[config.mk]
export PLATFORM = sky130hd
export DESIGN_NAME = state_dump_ctrl
export DESIGN_NICKNAME = d
export VERILOG_FILES = /design/src/rtl/state_dump_pkg.sv /design/src/rtl/state_dump_cycle_counter.sv /design/src/rtl/state_dump_ctrl.sv
export SDC_FILE = /design/constraint.sdc
export NUM_CORES = 1
export LEC_CHECK = 0
export CORE_UTILIZATION = 35
export CTS_BUF_LIST = sky130_fd_sc_hd__clkbuf_16
export CTS_CLUSTER_SIZE = 16
export DETAILED_ROUTE_END_ITERATION = 10
export HOLD_SLACK_MARGIN = 0.1
export PLACE_DENSITY = 0.77
export SLEW_MARGIN = 15
export SYNTH_ARGS = -nofsm -noshare
export SYNTH_HDL_FRONTEND = slang
export SYNTH_SLANG_ARGS = --single-unit
[constraint.sdc]
create_clock -name clk -period 2.1 [get_ports clk]
set_clock_uncertainty 0.2 [all_clocks]
set_input_delay 0.42 -clock clk [delete_from_list [all_inputs] [get_ports clk]]
set_output_delay 0.42 -clock clk [all_outputs]
set_load 0.01 [all_outputs]
[src/rtl/state_dump_pkg.sv]
// state_dump_pkg: shared FSM state, dump kind and halt cause encodings
package state_dump_pkg;
  typedef enum logic [2:0] {RUN, HALT, DUMP_CYC, DUMP_REG, DUMP_MEM, DONE} state_t;
  localparam logic [1:0] KIND_CYC = 2'd0;
  localparam logic [1:0] KIND_REG = 2'd1;
  localparam logic [1:0] KIND_MEM = 2'd2;
  localparam logic [1:0] CAUSE_NONE = 2'd0;
  localparam logic [1:0] CAUSE_INST = 2'd1;
  localparam logic [1:0] CAUSE_STOP = 2'd2;
  localparam logic [1:0] CAUSE_TIMEOUT = 2'd3;
  function automatic logic [1:0] kind_of(input state_t s);
    return s == DUMP_REG ? KIND_REG : s == DUMP_MEM ? KIND_MEM : KIND_CYC;
  endfunction
endpackage

[src/rtl/state_dump_cycle_counter.sv]
// state_dump_cycle_counter: run-cycle counter with freeze and timeout terminal count
module state_dump_cycle_counter #(
  parameter int TIMEOUT = 64
) (
  input  logic        clk,
  input  logic        reset,
  input  logic        en,
  input  logic        freeze,
  output logic [31:0] count,
  output logic        tc
);
  assign tc = count == 32'(TIMEOUT - 1);
  // count run cycles; the halting cycle itself is not counted so the dump shows its index
  always_ff @(posedge clk or negedge reset)
    if (!reset) count <= '0;
    else if (en && !freeze) count <= count + 32'd1;
endmodule

[src/rtl/state_dump_ctrl.sv]
// state_dump_ctrl: halts a run and streams cycle count, registers and memory; STATE_DUMP_MEM_EN enables the memory phase
module state_dump_ctrl
  import state_dump_pkg::*;
#(
  parameter int          NREGS     = 32,
  parameter int          DATA_W    = 32,
  parameter logic [31:0] MEM_BASE  = 32'h4000,
  parameter int          MEM_WORDS = 4,
  parameter int          TIMEOUT   = 64,
  parameter logic [31:0] HALT_INST = 32'h00000000,
  localparam int         AW        = NREGS > 1 ? $clog2(NREGS) : 1
) (
  input  logic              clk,
  input  logic              reset,
  input  logic [31:0]       inst,
  input  logic              inst_valid,
  input  logic              stop,
  output logic [AW-1:0]     reg_addr,
  input  logic [DATA_W-1:0] reg_rdata,
  output logic [31:0]       mem_addr,
  input  logic [DATA_W-1:0] mem_rdata,
  output logic              dump_valid,
  input  logic              dump_ready,
  output logic [DATA_W-1:0] dump_data,
  output logic [1:0]        dump_kind,
  output logic              halted,
  output logic              done,
  output logic [1:0]        halt_cause
);
  state_t state, nxt;
  logic [31:0] count;
  logic tc, hit_inst, halt_req, fire, last_reg, last_mem;
  assign hit_inst = inst_valid && inst == HALT_INST;
  assign halt_req = state == RUN && (hit_inst || stop || tc);
  assign fire     = dump_valid && dump_ready;
  assign last_reg = reg_addr == AW'(NREGS - 1);
  assign last_mem = mem_addr == MEM_BASE + 32'(MEM_WORDS - 1);

  state_dump_cycle_counter #(.TIMEOUT(TIMEOUT)) u_cnt (
    .clk(clk), .reset(reset), .en(state == RUN), .freeze(halt_req), .count(count), .tc(tc)
  );

  // next state: each dump phase hands over on the accept of its last beat
  always_comb begin
    nxt = state;
    case (state)
      RUN:      nxt = halt_req ? HALT : RUN;
      HALT:     nxt = DUMP_CYC;
      DUMP_CYC: nxt = fire ? DUMP_REG : DUMP_CYC;
`ifdef STATE_DUMP_MEM_EN
      DUMP_REG: nxt = fire && last_reg ? DUMP_MEM : DUMP_REG;
`else
      DUMP_REG: nxt = fire && last_reg ? DONE : DUMP_REG;
`endif
      DUMP_MEM: nxt = fire && last_mem ? DONE : DUMP_MEM;
      default:  nxt = state;
    endcase
  end

  // state plus outputs registered from the next state so they line up with it
  always_ff @(posedge clk or negedge reset)
    if (!reset) begin
      state      <= RUN;
      halt_cause <= CAUSE_NONE;
      halted     <= 1'b0;
      done       <= 1'b0;
      dump_valid <= 1'b0;
      dump_kind  <= KIND_CYC;
      reg_addr   <= '0;
    end else begin
      state      <= nxt;
      if (halt_req) halt_cause <= hit_inst ? CAUSE_INST : stop ? CAUSE_STOP : CAUSE_TIMEOUT;
      halted     <= nxt != RUN;
      done       <= nxt == DONE;
      dump_valid <= nxt inside {DUMP_CYC, DUMP_REG, DUMP_MEM};
      dump_kind  <= kind_of(nxt);
      if (state == DUMP_REG && fire) reg_addr <= last_reg ? '0 : reg_addr + AW'(1);
    end

`ifdef STATE_DUMP_MEM_EN
  // memory word index walks the window and parks at the base outside the phase
  always_ff @(posedge clk or negedge reset)
    if (!reset) mem_addr <= MEM_BASE;
    else if (state == DUMP_MEM && fire) mem_addr <= last_mem ? MEM_BASE : mem_addr + 32'd1;
`else
  assign mem_addr = MEM_BASE;
`endif

  // beat payload follows the phase; read data is combinational from the addressed entry
  always_comb
    dump_data = state == DUMP_CYC ? DATA_W'(count) :
                state == DUMP_REG ? reg_rdata :
                state == DUMP_MEM ? mem_rdata : '0;
endmodule

==> out/metrics.csv, run 1 <==
stage,metric,value,unit
run_status,status,"finished, violations left",
run_status,violations,setup timing,
clock_tree,path_clk_slew,0.06,ns
sta,maxSlewViolCount,0,
power_and_ir_drop,power.internal,0.00150,W
synth,synthFlopType,dfrtp_1,
clock_tree,clk_latency,0.28,ns
synth,yosysWarnings,0,
critical_path,crit_required,1.48,ns
critical_path,critPathMaxFanout,5,
synth,syn-mean-instance-area,8.42,um2
placed_design,dp_cells,658,
global_route,grtUsageTotal,0.218,
synth,synth_cells,373,
clock_tree,clkSinkCount,47,
critical_path,crit_chain,nor2b_4 > and2_4 > buf_12 > buf_16 > nand2_2 > o21ai_1 > buf_2,
detailed_routing,wl,10.6,mm
finish,drive_above_1_share,0.305,
detailed_routing,vias,3404,
floorplanning,die_y,96.7,um
sta,slew_headroom,0.587,
synth,yosysUniqueCellTypes,38,
finish,regArea,1180,um2
global_route,grt_max_degree,48,
global_route,grt_pass1_vias,3452,
clock_tree,root_buffer,clkbuf_16,
sta,max_freq,449,MHz
critical_path,cp_slowest_cell,dfrtp_2,
synth,seq_area_frac_synth,0.375,
critical_path,endpoint_kind,output port,
synth,ys_async_sr_fraction,1.00,
floorplanning,rows,34,
synth,synth_area,3140,um2
floorplanning,dieArea,9350,um2
sta,whs,0.319,ns
sta,worst_pin_slew,0.620,ns
synth,synthTopCellsByArea,"dfrtp_1, buf_4, a22oi_1",
finish,fin_cells,679,
synth,ys_ff_latch,47,
placed_design,port_buffers,144,
detailed_routing,drt_iter0_markers,86,
sta,period_needed,2.23,ns
finish,nNetsFinal,674,
finish,syn_to_final_growth,76.5,%
global_route,grt_overflow,0,
detailed_routing,ant_nets,0,
floorplanning,die_w,96.7,um
critical_path,crit_type,reg2out,
sta,setup_slack,-0.126,ns
power_and_ir_drop,combPwrFrac,0.128,
min_path,hold_path_class,reg2reg,
floorplanning,core,8720,um2
clock_tree,cts_buffer_depth,2,
synth,synth_top_area_share,0.375,
sta,setup_total_negative_slack,-2.09,ns
power_and_ir_drop,power.switching,0.000423,W
placed_design,gp_congestion,0.846,
sta,rsz0062_at_grt,true,
synth,yosysMostFrequentCell,nand2_1,
global_route,grt_pass1_wl,17.0,mm
synth,yosysTopAreaCell,dfrtp_1,
clock_tree,cts_tree,done,
finish,multi_input_area,2090,um2
power_and_ir_drop,switching_share,0.220,
floorplanning,start_util,0.360,
detailed_routing,drc,0,
power_and_ir_drop,ir_drop,353,uV
finish,fillerInstances,714,
synth,synth_edf_count,0,
sta,hold_viol,0,
sta,timing.final.crit_share,1.06,
sta,finalSetupViolCount,44,
power_and_ir_drop,leakage,2.60,nW
placed_design,place_hpwl,7.29,mm
detailed_routing,vias_per_cell,5.01,
global_route,antenna_found_initial,0,
critical_path,max_stage_delay,0.44,ns
critical_path,start_kind,register,
floorplanning,io_pins,177,
clock_tree,htreeDepth,2,
clock_tree,numCtsBuffers,5,
power_and_ir_drop,pwr-share-seq,0.471,
power_and_ir_drop,p_clk_frac,0.401,
power_and_ir_drop,powerDensity,347,nW/um2
detailed_routing,dr.pass1.iters,4,
finish,antenna_cells,0,
run,maxCapViolations,0,
detailed_routing,detail_route.wl_per_cell,15.6,um
synth,synth_common_cells,"nand2_1, dfrtp_1, o21ai_0",
critical_path,cp_data_arrival_time,1.61,ns
## cells by family after synthesis
| kind of cell | after synthesis | share of synthesized area |
|---|---|---|
| AO/OA/AOI/OAI | 81 | 0.163 |
| XOR/XNOR | 31 | 0.0889 |
| adder cells (fa/ha/maj) | 3 | 0.0120 |
| buffers and inverters | 61 | 0.117 |
| flip-flops | 47 | 0.375 |
| multiplexers | 2 | 0.00717 |
| other | 2 | 0.00239 |
| AND/OR/NAND/NOR | 146 | 0.235 |
## metal layers
layer,wire [um],GRT usage,up-vias
met5,0,0,-
met4,45,0.0344,0
met3,461,0.0325,4
met2,5530,0.381,109
met1,4560,0.290,1631
li1,-,-,1660
## power by group through the flow
stage	Sequential (W)	Combinational (W)	Clock [W]
finish	0.000905	0.000247	0.000772
floorplan	0.000922	0.0000775	0
global route	0.000904	0.000265	0.000827
global placement	0.000922	0.000240	0
CTS	0.000905	0.000243	0.000779
detailed placement	0.000922	0.000244	0
## registers in the layout, indices dropped and copies added, names as in the netlist
signal,cells
reg_addr,5
state,3
halt_cause,2
dump_valid,1
dump_kind,2
u_cnt.count,32
done,1
halted,1
## cell type report
class	count	share of cell area
timing repair buffer	213	0.355
sequential	47	0.213
multi-input combinational	295	0.377
clock buffer	5	0.0226
tap	108	0.0244
clock inverter	3	0.00294
inverter	8	0.00587
## worst max-delay path: cells and delay by family, from the launching register on
family	cells	cell delay, ns
flops	1	0.44
simple gates	3	0.41
buf+inv	3	0.40
compound gates	1	0.07
## path summary, 6_finish.rpt
kind / depth (start not counted) / slack (ns) / from / end
worst min register to register: 1 / 0.32 / u_cnt.count[18] / u_cnt.count[18]
worst max-delay path: 7 / -0.13 / state[2] / dump_data[16]
min in group asynchronous: 3 / 0.57 / reset / reg_addr[1]
worst min-delay path: 1 / 0.32 / u_cnt.count[18] / u_cnt.count[18]
max in group asynchronous: 3 / 0.67 / reset / state[2]
worst max register to register: 7 / -0.11 / state[1] / u_cnt.count[15]
## cells in the final DEF, fill, tap and decap left out, types with 3 or more instances in the layout
cell / instances
dlygate4sd2_1: 14
and3_1: 6
buf_12: 3
a21oi_1: 7
nor2_1: 11
nand3_1: 7
buf_2: 33
clkdlybuf4s50_1: 87
nor4_2: 7
a22oi_1: 30
conb_1: 32
ha_1: 3
buf_8: 4
xnor2_2: 4
nand4_1: 16
buf_4: 48
nor2_2: 5
inv_1: 8
nor4_4: 7
o21ai_0: 6
o21ai_1: 31
nand2_2: 6
dlymetal6s2s_1: 10
nand3_2: 6
xor2_1: 12
nor3_4: 4
buf_6: 10
xnor2_1: 15
nor3_2: 4
nand2_4: 4
nand2_1: 42
clkbuf_16: 6
dfrtp_1: 46
nor3_1: 3
## per-stage QoR
step	area, um2	total power, W	setup slack (ns)	utilization
4_1_cts	5200	0.00193	-0.150	0.597
6_report	5540	0.00192	-0.126	0.635
5_1_grt	5540	0.00200	-0.168	0.635
3_3_place_gp	4930	0.00116	-0.376	0.565
2_1_floorplan	3260	0.00100	-0.117	-
3_5_place_dp	4930	0.00117	-0.421	0.565
## repair_timing
action | CTS | global route
setup endpoints to repair | 62 | 64
hold buffers | 1 | 0
hold endpoints to repair | 47 | 0
gates resized for setup | 217 | 68
setup buffers | 7 | 6
gates cloned | 2 | 1
pin swaps | 32 | 35
Power figures use the tool's default switching activity.
==> run 2: changes to the inputs <==
--- a/config.mk
+++ b/config.mk
@@ -9,7 +9,7 @@
 export CTS_BUF_LIST = sky130_fd_sc_hd__clkbuf_16
 export CTS_CLUSTER_SIZE = 16
 export DETAILED_ROUTE_END_ITERATION = 10
-export HOLD_SLACK_MARGIN = 0.1
+export HOLD_SLACK_MARGIN = 0.12
 export PLACE_DENSITY = 0.77
 export SLEW_MARGIN = 15
 export SYNTH_ARGS = -nofsm -noshare
==> results of run 2 <==
No change in the layout: final DEF, timing and power equal those of run 1.
